$ cat src/rtl/cordic_pkg.sv
// Shared constants, scheduler state encoding and helpers for the CORDIC
// request scheduler.
package cordic_pkg;

  localparam int unsigned W         = 12;
  localparam int unsigned FXP_SHIFT = 10;
  localparam int unsigned FXP_MUL   = 1024;

  typedef enum logic [2:0] {
    IDLE,
    ISSUE,
    BUSY,
    RELEASE,
    RECOVER
  } sched_state_e;

  // Width of a requester index; never below one bit.
  function automatic int unsigned id_width(input int unsigned n);
    return (n > 1) ? $clog2(n) : 1;
  endfunction

endpackage

$ cat src/rtl/cordic_sched_if.sv
// Requester-side bus of the CORDIC scheduler: requests and angles in,
// id-tagged acknowledges and results out.
interface cordic_sched_if #(
  parameter int unsigned N = 4,
  parameter int unsigned W = cordic_pkg::W,
  localparam int unsigned IDW = cordic_pkg::id_width(N)
);

  logic [N-1:0]   req;
  logic [N*W-1:0] angle_in;
  logic [N-1:0]   ack;
  logic [W-1:0]   sin_out;
  logic [W-1:0]   cos_out;
  logic [IDW-1:0] result_id;
  logic           busy;
  logic           timeout_err;

  modport master (
    output req, angle_in,
    input  ack, sin_out, cos_out, result_id, busy, timeout_err
  );

  modport slave (
    input  req, angle_in,
    output ack, sin_out, cos_out, result_id, busy, timeout_err
  );

endinterface

$ cat src/rtl/cordic_sched_rr_arbiter.sv
// Round-robin arbiter: one-hot grant of the first request at or after the
// pointer, pointer moves past the winner on grant_en_i.
module rr_arbiter #(
  parameter int unsigned N = 4,
  localparam int unsigned IDW = cordic_pkg::id_width(N)
) (
  input  logic           clk,
  input  logic           rst,
  input  logic [N-1:0]   req_i,
  input  logic           grant_en_i,
  output logic [N-1:0]   grant_o,
  output logic [IDW-1:0] grant_id_o,
  output logic           any_o
);
  import cordic_pkg::*;

  logic [IDW-1:0] ptr_q, ptr_d;

  always_comb begin
    grant_o    = '0;
    grant_id_o = '0;
    any_o      = 1'b0;
    for (int unsigned off = 0; off < N; off++) begin
      int unsigned idx;
      idx = (32'(ptr_q) + off) % N;
      if (!any_o && req_i[idx]) begin
        any_o        = 1'b1;
        grant_o[idx] = 1'b1;
        grant_id_o   = IDW'(idx);
      end
    end
  end

  always_comb begin
    ptr_d = ptr_q;
    if (grant_en_i && any_o)
      ptr_d = (32'(grant_id_o) == N - 1) ? '0 : grant_id_o + 1'b1;
  end

  always_ff @(posedge clk or posedge rst) begin
    if (rst) ptr_q <= '0;
    else     ptr_q <= ptr_d;
  end

endmodule

$ cat src/rtl/cordic_sched.sv
// Shares one iterative sine/cosine CORDIC core among N requesters, with a
// watchdog that pulses the core reset when a job never completes.
module cordic_sched #(
  parameter int unsigned N       = 4,
  parameter int unsigned W       = cordic_pkg::W,
  parameter int unsigned TIMEOUT = 512,
  parameter int unsigned RST_CYC = 2,
  localparam int unsigned IDW    = cordic_pkg::id_width(N)
) (
  input  logic         clock,
  input  logic         reset,
  cordic_sched_if.slave bus,
  output logic         core_start,
  output logic [W-1:0] core_angle,
  output logic         core_reset,
  input  logic         core_ready,
  input  logic [W-1:0] core_sin,
  input  logic [W-1:0] core_cos
);
  import cordic_pkg::*;

  localparam int unsigned WDW = $clog2(TIMEOUT);
  localparam int unsigned RCW = (RST_CYC > 1) ? $clog2(RST_CYC) : 1;

  sched_state_e   state_q, state_d;
  logic [IDW-1:0] id_q, id_d;
  logic [W-1:0]   angle_q, angle_d;
  logic [W-1:0]   sin_q, sin_d;
  logic [W-1:0]   cos_q, cos_d;
  logic           busy_q, busy_d;
  logic           err_q, err_d;
  logic           rel_q, rel_d;
  logic [WDW-1:0] wd_q, wd_d;
  logic [RCW-1:0] rc_q, rc_d;

  logic [N-1:0]   grant;
  logic [IDW-1:0] grant_id;
  logic           grant_any;
  logic           grant_en;
  logic [W-1:0]   angle_sel;
  logic [N-1:0]   ack_vec;
  logic           rst_pulse;
  logic           wd_hit;

  rr_arbiter #(.N(N)) u_arb (
    .clk        (clock),
    .rst        (reset),
    .req_i      (bus.req),
    .grant_en_i (grant_en),
    .grant_o    (grant),
    .grant_id_o (grant_id),
    .any_o      (grant_any)
  );

  always_comb begin
    angle_sel = '0;
    for (int unsigned k = 0; k < N; k++)
      if (grant[k]) angle_sel = bus.angle_in[k*W +: W];
  end

  assign wd_hit = (wd_q == WDW'(TIMEOUT - 1));

  always_comb begin
    state_d    = state_q;
    id_d       = id_q;
    angle_d    = angle_q;
    sin_d      = sin_q;
    cos_d      = cos_q;
    busy_d     = busy_q;
    err_d      = err_q;
    rel_d      = rel_q;
    wd_d       = wd_q;
    rc_d       = rc_q;
    grant_en   = 1'b0;
    core_start = 1'b0;
    rst_pulse  = 1'b0;
    ack_vec    = '0;
    unique case (state_q)
      IDLE: begin
        if (grant_any) begin
          grant_en = 1'b1;
          id_d     = grant_id;
          angle_d  = angle_sel;
          busy_d   = 1'b1;
          wd_d     = '0;
          state_d  = ISSUE;
        end
      end
      ISSUE: begin
        // A ready still high here belongs to the previous job.
        core_start = 1'b1;
        wd_d       = wd_q + 1'b1;
        if (wd_hit) begin
          err_d   = 1'b1;
          busy_d  = 1'b0;
          rc_d    = '0;
          state_d = RECOVER;
        end else if (!core_ready) begin
          state_d = BUSY;
        end
      end
      BUSY: begin
        core_start = 1'b1;
        wd_d       = wd_q + 1'b1;
        if (core_ready) begin
          sin_d   = core_sin;
          cos_d   = core_cos;
          rel_d   = 1'b0;
          state_d = RELEASE;
        end else if (wd_hit) begin
          err_d   = 1'b1;
          busy_d  = 1'b0;
          rc_d    = '0;
          state_d = RECOVER;
        end
      end
      RELEASE: begin
        if (!rel_q) begin
          rel_d = 1'b1;
        end else begin
          ack_vec[id_q] = 1'b1;
          busy_d        = 1'b0;
          state_d       = IDLE;
        end
      end
      RECOVER: begin
        rst_pulse = 1'b1;
        rc_d      = rc_q + 1'b1;
        if (rc_q == RCW'(RST_CYC - 1)) state_d = IDLE;
      end
      default: state_d = IDLE;
    endcase
  end

  always_ff @(posedge clock or posedge reset) begin
    if (reset) begin
      state_q <= IDLE;
      id_q    <= '0;
      angle_q <= '0;
      sin_q   <= '0;
      cos_q   <= '0;
      busy_q  <= 1'b0;
      err_q   <= 1'b0;
      rel_q   <= 1'b0;
      wd_q    <= '0;
      rc_q    <= '0;
    end else begin
      state_q <= state_d;
      id_q    <= id_d;
      angle_q <= angle_d;
      sin_q   <= sin_d;
      cos_q   <= cos_d;
      busy_q  <= busy_d;
      err_q   <= err_d;
      rel_q   <= rel_d;
      wd_q    <= wd_d;
      rc_q    <= rc_d;
    end
  end

  assign bus.ack         = ack_vec;
  assign bus.sin_out     = sin_q;
  assign bus.cos_out     = cos_q;
  assign bus.result_id   = id_q;
  assign bus.busy        = busy_q;
  assign bus.timeout_err = err_q;
  assign core_angle      = angle_q;
  assign core_reset      = reset | rst_pulse;

endmodule

$ cat src/flat_wrapper.sv
// flat-port wrapper written by rule: the top's interface ports become plain ports
module cordic_sched_flat import cordic_pkg::*;
#(
  parameter int unsigned N       = 4,
  parameter int unsigned W       = cordic_pkg::W,
  parameter int unsigned TIMEOUT = 512,
  parameter int unsigned RST_CYC = 2,
  localparam int unsigned IDW    = cordic_pkg::id_width(N)
)
  (clock, reset, core_start, core_angle, core_reset, core_ready, core_sin, core_cos, bus_req, bus_angle_in, bus_ack, bus_sin_out, bus_cos_out, bus_result_id, bus_busy, bus_timeout_err);
  cordic_sched_if #(.N(N), .W(W)) bus_i ();
  input  logic clock;
  input  logic reset;
  output logic core_start;
  output logic [W-1:0] core_angle;
  output logic core_reset;
  input  logic core_ready;
  input  logic [W-1:0] core_sin;
  input  logic [W-1:0] core_cos;
  input wire logic [$bits(bus_i.req)-1:0] bus_req;
  input wire logic [$bits(bus_i.angle_in)-1:0] bus_angle_in;
  output wire logic [$bits(bus_i.ack)-1:0] bus_ack;
  output wire logic [$bits(bus_i.sin_out)-1:0] bus_sin_out;
  output wire logic [$bits(bus_i.cos_out)-1:0] bus_cos_out;
  output wire logic [$bits(bus_i.result_id)-1:0] bus_result_id;
  output wire logic [$bits(bus_i.busy)-1:0] bus_busy;
  output wire logic [$bits(bus_i.timeout_err)-1:0] bus_timeout_err;
  assign bus_i.req = bus_req;
  assign bus_i.angle_in = bus_angle_in;
  assign bus_ack = bus_i.ack;
  assign bus_sin_out = bus_i.sin_out;
  assign bus_cos_out = bus_i.cos_out;
  assign bus_result_id = bus_i.result_id;
  assign bus_busy = bus_i.busy;
  assign bus_timeout_err = bus_i.timeout_err;
  cordic_sched #(.N(N), .W(W), .TIMEOUT(TIMEOUT), .RST_CYC(RST_CYC)) u_core (.clock(clock), .reset(reset), .bus(bus_i), .core_start(core_start), .core_angle(core_angle), .core_reset(core_reset), .core_ready(core_ready), .core_sin(core_sin), .core_cos(core_cos));
endmodule
$ cat config.mk
export PLATFORM = sky130hd
export DESIGN_NAME = cordic_sched_flat
export DESIGN_NICKNAME = d
export VERILOG_FILES = /design/src/rtl/cordic_pkg.sv /design/src/rtl/cordic_sched_if.sv /design/src/rtl/cordic_sched_rr_arbiter.sv /design/src/rtl/cordic_sched.sv /design/src/flat_wrapper.sv
export SDC_FILE = /design/constraint.sdc
export NUM_CORES = 1
export LEC_CHECK = 0
export BUFFER_PORTS_ARGS = -buffer_cell sky130_fd_sc_hd__buf_2
export CAP_MARGIN = 10
export CORE_ASPECT_RATIO = 0.9
export CORE_UTILIZATION = 40
export CTS_CLUSTER_DIAMETER = 200
export DETAILED_ROUTE_END_ITERATION = 10
export HOLD_SLACK_MARGIN = 0.02
export PLACE_DENSITY = 0.7
export SLEW_MARGIN = 20
export SYNTH_ARGS = -nofsm -noshare
export SYNTH_HDL_FRONTEND = slang
export SYNTH_HIERARCHICAL = 1
export SYNTH_SLANG_ARGS = --single-unit
$ cat constraint.sdc
create_clock -name clock -period 2.9 [get_ports clock]
set_clock_uncertainty 0.1 [all_clocks]
set_input_delay 0.725 -clock clock [delete_from_list [all_inputs] [get_ports clock]]
set_output_delay 0.725 -clock clock [all_outputs]
set_load 0.01 [all_outputs]
==> impl_metrics.toml, run 1 <==
[layout]
finish.utilization_pct = 52.38
final_cell_mix = "124 x buf_2, 56 x dfrtp_1, 39 x a21oi_1"
fin_cells = 556
diodes = 0
mostFrequentLayoutCell = "buf_2"
area.growth.synth_to_final_pct = 27.41
nNetsFinal = 542
layout-drive-gt1-share_pct = 43.54

[die]
core_region_area_um2 = 8029
die_area_um2 = 8619
die_y_um = 88.18
io_pins = 125
rows = 31
die_w_um = 97.75
initial_utilization_pct = 41.11

[setup_path]
critPathArrivalTime_ps = 2920
critPathRequiredTime_ps = 3040
cp-end-kind = "flop"
crit_type = "flop to flop"
crit_path_start_kind = "flop"
worstPathMaxFanout = 8

[grt]
antenna_found_initial = 0
grtUsageMet3_pct = 4.310
gr-usage-met1_pct = 26.00
overflow = 0
grtUsageTotal_pct = 19.89
grt_max_degree = 55
grt_pass1_wl_um = 13770
grt_pass1_vias = 2820
met2_usage_pct = 32.95
grt_busiest_layer = "met2"

[power_and_ir_drop]
seqPwrFrac_pct = 28.1
p_leak_nw = 1.996
swShare_pct = 42.90
irDropWorstVdd_mv = 0.5218
p_per_area_nw_per_um2 = 1164
combPwrFrac_pct = 62.7
clockPowerShare_pct = 9.2
switchingPower_mw = 2.100
p_int_mw = 2.795

[route]
drt-initial-drc-count = 205
drc = 6
num_vias = 3034
via_per_inst = 5.457
antenna_left = 0
wl_per_cell_um = 15.19
firstDrtPassIters = 8
wirelength_um = 8445

[timing]
max_slew.worst_pin.slew_ps = 695.1
rsz0062_at_grt = "no"
hold_violations = 0
max_slew_margin_pct = 53.66
finalCritPeriodShare_pct = 95.96
hold_ws_ps = 184.9
fin_crit_ps = 2783
setup_viol = 0
fmax_mhz = 359.3
report.final.slew_viol_count = 0

[clocking]
htree_num_levels = 2
cts_tree = "built"
clock-root-buffer = "clkbuf_8"
cts_buffers = 5
clkTransAtPathRegs_ps = 100
cts.sinks = 56
clock_path_buffers = 2
holdBufCountCts = 0
clk_latency_ps = 310

[synthesis]
yosysWarnings = 6
netlist_instances = 324
yosysSeqAreaShare_pct = 42.46
synth_edf_count = 0
synth_area_um2 = 3301
async_flop_share_pct = 100.0
synthFlopType = "dfrtp_1"
syn_area_per_cell_um2 = 10.19
synth_fp_nets = 410
yosysUniqueCellTypes = 54
yosys_register_bits = 56

[outcome]
status = "finished with violations"
violations = "DRC"

[placed_design]
place_inst = 546
routabilityCongestion = 0.9090
dp_hpwl_um = 6305
port_buffers = 124

[min_path]
hold_path_class = "primary input to asynchronous set/reset pin"

[flow_run]
maxCapViolations = 0
==> Yosys cell counts (all sizes together), types with 2 or more instances <==
| cell type | n | area share [%] |
|---|---|---|
| mux4 | 4 | 2.7 |
| ha | 7 | 2.7 |
| nor2 | 17 | 1.9 |
| inv | 21 | 2.4 |
| a221o | 12 | 3.6 |
| nand2b | 8 | 1.5 |
| nand2 | 15 | 1.7 |
| or4 | 2 | 0.45 |
| a21oi | 44 | 7.2 |
| buf | 12 | 3.1 |
| o31ai | 2 | 0.45 |
| clkbuf | 9 | 1.0 |
| xnor2 | 2 | 0.53 |
| o21ai | 11 | 1.8 |
| a211oi | 3 | 0.68 |
| mux2i | 4 | 1.2 |
| o311a | 2 | 0.61 |
| a21o | 2 | 0.45 |
| mux2 | 26 | 8.9 |
| nor3 | 6 | 1.1 |
| nand3 | 5 | 0.76 |
| nor2b | 5 | 1.2 |
| a22o | 2 | 0.53 |
| nor3b | 3 | 0.68 |
| nor4 | 4 | 0.76 |
| a22oi | 8 | 1.8 |
| dfrtp | 56 | 42 |
| nand4 | 2 | 0.38 |
| or2 | 2 | 0.38 |
| nand3b | 12 | 2.7 |
==> area by class of cell <==
class                   count  area (um^2)
clock buffers               5        68.82
clock inverters             3        21.27
fillers                   759         3824
inverters                  21        82.58
multi-input cells         226         1697
flip-flops and latches     56         1401
well taps                  99        123.9
repair buffers            146        810.8
==> routing by layer <==
metal / wire, um / vias up
li1: - / 1454
met1: 3687 / 1446
met2: 4056 / 114
met3: 521 / 20
met4: 179 / 0
met5: 0 / -
==> metrics by stage <==
stage	worst slack (ps)	area [um^2]	setup TNS, ps	power, mW
finish	117.1	4205	0	4.895
CTS	135.2	4184	0	4.866
global route	4.433	4205	0	5.322
detailed placement	-51.69	4094	-368.1	4.410
global placement	39.98	4094	0	4.341
floorplan	24.21	3307	0	3.479
==> worst paths after layout <==
kind	from	endpoint	slack, ps	cells past startpoint
max	flop	u_core/u_arb/ptr_q[1]	120	10
min	reset	asynchronous set/reset pin	180	2
max reg2reg	flop	u_core/u_arb/ptr_q[1]	120	10
min reg2reg	u_core/bus.timeout_err	u_core/bus.timeout_err	370	1
max in group asynchronous	reset	u_core/bus.sin_out[6]	1690	3
min in group clock	u_core/bus.timeout_err	u_core/bus.timeout_err	370	1
==> what timing repair did <==
item,in CTS,in global routing
setup buffers,0,2
gates resized for setup,0,1
endpoints found under the setup margin,0,12
==> power groups by stage <==
stage | Clock [mW] | Sequential, mW | Combinational, mW
finish | 0.449 | 1.38 | 3.07
global route | 0.496 | 1.44 | 3.39
CTS | 0.466 | 1.38 | 3.02
detailed placement | 0 | 1.40 | 3.01
global placement | 0 | 1.39 | 2.95
floorplan | 0 | 1.48 | 2.00
==> worst max-delay path: stages (launching register included) <==
cell,delay (ps)
dfrtp_1,390
inv_1,140
ha_1,320
mux4_2,390
nor3_1,100
or2b_1,200
or4b_4,500
inv_2,170
o41a_1,200
nor2_1,50
a31oi_1,140
==> registers in the layout (all words and copies together), names as in the netlist, named ones only <==
signal                  count
u_core/bus.timeout_err      1
u_core/u_arb/ptr_q          1
u_core/rel_q                1
u_core/bus.busy             1
u_core/core_angle          12
u_core/state_q              3
u_core/wd_q                 9
u_core/bus.sin_out         12
u_core/rc_q                 1
u_core/bus.cos_out         12
u_core/bus.result_id        2
==> cells by family (layout without fill, tap and decap cells) <==
group                    after synthesis  in the layout  share of synthesized area, %
adder cells (fa/ha/maj)                7              7                         2.653
AND/OR/NAND/NOR                       89             89                         15.69
multiplexers                          34             34                         12.81
XOR/XNOR                               2              2                        0.5308
flip-flops                            56             56                         42.46
AO/OA/AOI/OAI                         94             94                         19.30
buffers and inverters                 42            175                         6.557
Note: power is estimated with default switching activity, not from simulation.
==> run 2: changes to the inputs <==
--- a/config.mk
+++ b/config.mk
@@ -12,7 +12,7 @@
 export CTS_CLUSTER_DIAMETER = 200
 export DETAILED_ROUTE_END_ITERATION = 10
 export HOLD_SLACK_MARGIN = 0.02
-export PLACE_DENSITY = 0.7
+export PLACE_DENSITY = 0.72
 export SLEW_MARGIN = 20
 export SYNTH_ARGS = -nofsm -noshare
 export SYNTH_HDL_FRONTEND = slang
==> run 2 against run 1 <==
Against the previous run:
- wire length shrank 7.8%
- highest routed layer unchanged
- core utilization barely moved
- final cell count shrank 0.72%
- power hardly changed
- combinational power about the same
- largest cell class unchanged
- sequential share of layout area hardly changed
- the flow still finishes with violations (DRC)
- global-route usage decreased by 1.7 points
==> impl_metrics.toml, run 2 (synthesis gave the netlist of run 1 again) <==
[outcome]
status = "finished with violations"
violations = "DRC"

[layout]
nNetsFinal = 538
fill_cells = 759
area.growth.synth_to_final_pct = 27.44
fin_cells = 552
diodes = 0
final_cell_mix = "124 x buf_2, 56 x dfrtp_1, 39 x a21oi_1"
mostFrequentLayoutCell = "buf_2"
layout-drive-gt1-share_pct = 43.49
finish.utilization_pct = 52.39

[route]
via_per_inst = 5.433
wl_per_cell_um = 14.11
firstDrtPassIters = 8
wirelength_um = 7786
drc = 12
num_vias = 2999
antenna_left = 0
drt-initial-drc-count = 137

[setup_path]
worstReg2RegStart = "u_core/u_arb/ptr_q[1]"
worstPathMaxFanout = 24
r2r-end = "u_core/core_angle[3]"
cp-end-kind = "flop"
rrSetupSlack_ps = 130
crit_path_start_kind = "flop"
critPathRequiredTime_ps = 3040
critPathLaunch = "u_core/u_arb/ptr_q[1]"
critPathArrivalTime_ps = 2910
r2r_cells = 10
crit_type = "flop to flop"

[die]
rows = 31
io_pins = 125
initial_utilization_pct = 41.11
core_region_area_um2 = 8029
die_y_um = 88.18
die_w_um = 97.75
die_area_um2 = 8619

[clocking]
cts_buffers = 5
clkTransAtPathRegs_ps = 100
cts.sinks = 56
clk_latency_ps = 310
clock_path_buffers = 2
htree_num_levels = 2
cts_tree = "built"
clock-root-buffer = "clkbuf_8"
holdBufCountCts = 0

[placed_design]
place_inst = 541
port_buffers = 124
routabilityCongestion = 0.9132
dp_hpwl_um = 5758

[grt]
grt_pass1_vias = 2789
antenna_found_initial = 0
grt_pass1_wl_um = 12820
grtUsageTotal_pct = 18.23
overflow = 0
grt_max_degree = 55

[timing]
setup_viol = 0
fin_crit_ps = 2772
finalCritPeriodShare_pct = 95.57
fin_tns_setup_ps = 0
hold_violations = 0
max_slew_margin_pct = 53.93
report.final.slew_viol_count = 0
max_slew.worst_pin.slew_ps = 691.0
fmax_mhz = 360.8

[power_and_ir_drop]
p_per_area_nw_per_um2 = 1163
p_leak_nw = 1.983
irDropWorstVdd_mv = 0.5182

[min_path]
hold_path_class = "primary input to asynchronous set/reset pin"

[flow_run]
maxCapViolations = 0
==> run 2: cell types whose count changed in the layout (fill, tap and decap cells not counted), sizes merged <==
| cell | previous run | this run |
|---|---|---|
| buf | 146 | 142 |
==> run 2: worst max path at each step <==
| stage | to | slack (ps) | cells past startpoint |
|---|---|---|---|
| after detailed placement | u_core/core_angle[3] | -80 | 9 |
| after global placement | u_core/core_angle[3] | 40 | 10 |
| after global routing | u_core/core_angle[3] | -7 | 10 |
| after CTS | u_core/core_angle[3] | 80 | 10 |
| final | u_core/core_angle[3] | 130 | 10 |
| after floorplan | u_core/core_angle[8] | 20 | 12 |
==> run 2: timing repair <==
| item | CTS | global route |
|---|---|---|
| gates resized for setup | 0 | 4 |
| buffers inserted | 0 | 3 |
| endpoints found under the setup margin | 0 | 13 |
| hold endpoints to repair | 0 | 0 |
==> run 2: cell type report <==
class | instances | area, um^2 | area share (%)
Clock buffer | 5 | 68.82 | 1.636
Sequential cell | 56 | 1401 | 33.31
Inverter | 21 | 82.58 | 1.963
Tap cell | 99 | 123.9 | 2.945
Clock inverter | 3 | 21.27 | 0.5057
Timing Repair Buffer | 142 | 805.8 | 19.16
Multi-Input combinational cell | 226 | 1703 | 40.48
==> run 2: worst max-delay path, stage by stage (launching register included) <==
cell and delay (ps):
dfrtp_1 360, inv_1 90, ha_2 400, mux4_2 410, buf_4 200, a22oi_1 250, o21ai_2 110, buf_12 160
nand3b_1 150, a221o_1 330, a21oi_1 140
==> run 2: metrics by stage <==
stage          total power [mW]  area [um^2]  setup WS (ps)  hold WS (ps)
2_1_floorplan             3.479         3307          24.21         366.2
3_3_place_gp              4.279         4078          39.57         346.2
3_5_place_dp              4.389         4078         -80.56         354.4
4_1_cts                   4.839         4168          76.02         164.2
5_1_grt                   5.307         4207         -6.514         170.7
6_report                  4.891         4207          128.4         178.1
==> run 2: power by group <==
part	total, mW	switching, mW	internal (mW)
combinational	3.06	1.56	1.51
clock	0.436	0.264	0.172
sequential	1.39	0.263	1.13
==> run 2: metal layers <==
metal	global-route usage [%]	wire, um	share of wire [%]
met5	0	0	0
met1	23.87	3416	44
met3	2.394	414	5.3
met2	32.69	3921	50
met4	3.857	34	0.44
==> run 3: changes to the inputs <==
==> constraint.sdc (replaced) <==
create_clock -name clock -period 2.5 [get_ports clock]
set_clock_uncertainty 0.1 [all_clocks]
set_input_delay 0.5 -clock clock [delete_from_list [all_inputs] [get_ports clock]]
set_output_delay 0.5 -clock clock [all_outputs]
set_load 0.01 [all_outputs]
==> run 3 against run 2 <==
Against the previous run:
- the flow finishes with violations (DRC, setup timing)
- sequential share of layout area shrank 3.4 points
- count of clock-buffer cells in the layout rose by 2
- sequential cell count unchanged
- clock power increased by 49%
- sequential power up 19%
- wire length grew 21%
- global-route usage increased by 2.4 points
- critical endpoint is now u_core/core_angle[10]
==> impl_metrics.toml, run 3 (synthesis gave the netlist of run 1 again) <==
[layout]
area.growth.synth_to_final_pct = 42.15
mostFrequentLayoutCell = "buf_2"
layout-drive-gt1-share_pct = 53.43
nNetsFinal = 566
finish.utilization_pct = 58.44
final_cell_mix = "124 x buf_2, 54 x dfrtp_1, 33 x buf_4"
diodes = 0

[outcome]
violations = "DRC, setup timing"
status = "finished with violations"

[timing]
fin_crit_ps = 2675
setup_viol = 25
fin_tns_setup_ps = -3240
max_slew.worst_pin.slew_ps = 689.3
fin_ws_ps = -175.2
report.final.slew_viol_count = 0
finalCritPeriodShare_pct = 107.0
fmax_mhz = 373.8
hold_violations = 0
hold_ws_ps = 322.9
max_slew_margin_pct = 54.04
rsz0062_at_grt = "yes"

[die]
io_pins = 125
core_region_area_um2 = 8029
rows = 31
die_y_um = 88.18
die_w_um = 97.75
initial_utilization_pct = 41.11
die_area_um2 = 8619

[route]
dr_wl_met3_um = 547
wl_per_cell_um = 16.25
antenna_left = 0
num_vias = 3140
wl_met2_um = 4850
highest_layer = "met4"
firstDrtPassIters = 7
wirelength_um = 9423
drt-initial-drc-count = 127
wl_met1_um = 3894
drc = 5
via_per_inst = 5.414

[clocking]
cts_buffers = 5
cts.sinks = 56
htree_num_levels = 2
clock_path_buffers = 2
cts_tree = "built"
clkTransAtPathRegs_ps = 100
clock-root-buffer = "clkbuf_8"
clk_latency_ps = 300

[setup_path]
critPathRequiredTime_ps = 2630
cp-end-kind = "flop"
crit_path_start_kind = "flop"
worstPathMaxFanout = 6
crit_type = "flop to flop"
critPathArrivalTime_ps = 2800

[grt]
grt_pass1_vias = 2855
grt_max_degree = 55
grtUsageTotal_pct = 20.59
grt_pass1_wl_um = 13920
antenna_found_initial = 0
overflow = 0

[power_and_ir_drop]
irDropWorstVdd_mv = 0.7875
p_leak_nw = 2.193
p_per_area_nw_per_um2 = 1452

[placed_design]
dp_hpwl_um = 6464
routabilityCongestion = 0.8849
port_buffers = 124

[flow_run]
maxCapViolations = 0

[min_path]
hold_path_class = "primary input to flop"
## run 3: cell types whose count changed in the layout (fill, tap and decap cells not counted), moves of 3 or more
cell / before / now
a21oi_1: 39 / 31
a21oi_2: 5 / 13
a22oi_1: 8 / 5
a22oi_2: 0 / 3
buf_4: 14 / 33
buf_6: 0 / 5
nor2_1: 17 / 9
nor2_2: 0 / 6
## run 3: per-stage QoR
stage / setup WS, ps / instances / instance area [um^2] / power, mW
after global routing: -262.4 / 580 / 4692 / 7.260
after global placement: -111.0 / 556 / 4237 / 5.306
after floorplan: -112.0 / 324 / 3368 / 4.195
final: -175.2 / 580 / 4692 / 6.811
after CTS: -84.11 / 572 / 4446 / 6.207
after detailed placement: -204.6 / 556 / 4237 / 5.416
## run 3: per-layer routing
layer	GRT usage (%)	vias to the layer above
met5	0	-
met4	6.061	0
met3	3.831	10
met2	35.59	115
met1	26.63	1512
li1	-	1503
## run 3: final timing paths
| check | startpoint | end | slack (ps) | depth (start not counted) |
|---|---|---|---|---|
| worst min register to register | u_core/bus.timeout_err | u_core/bus.timeout_err | 380 | 1 |
| worst max register to register | flop | u_core/core_angle[10] | -180 | 11 |
| worst min-delay path | core_sin[0] | u_core/bus.sin_out[0] | 320 | 2 |
| min in group asynchronous | reset | u_core/u_arb/ptr_q[1] | 520 | 3 |
| max in group asynchronous | reset | u_core/bus.sin_out[2] | 980 | 4 |
| worst max-delay path | flop | u_core/core_angle[10] | -180 | 11 |
## run 3: power by group
group | internal (mW) | leakage [nW] | switching, mW
Combinational | 2.33 | 1.45 | 2.17
Sequential | 1.31 | 0.676 | 0.347
Clock | 0.354 | 0.0645 | 0.296
## run 3: worst max-delay path, cell delays in order, from the launching register on
cell      delay (ps)
dfrtp_2          480
buf_4            160
buf_4            120
mux4_2           370
nand2b_4          80
nor3_4           260
a22oi_1          110
o21ai_1          160
buf_4            200
nand3b_1          90
a221o_1          320
a21oi_1          150
## run 3: layout make-up
type	instances	area (um^2)
Inverter	21	83.83
Multi-Input combinational cell	226	1869
Sequential cell	56	1404
Tap cell	99	123.9
Clock buffer	7	96.34
Timing Repair Buffer	170	1085
Fill cell	709	3337
Clock inverter	1	30.03
## run 3: timing repair
action,CTS,global route
pin swaps,2,14
endpoints found under the setup margin,24,25
hold endpoints to repair,2,0
hold buffers,1,0
cloned,0,3
gates resized for setup,7,37
buffers inserted,7,5
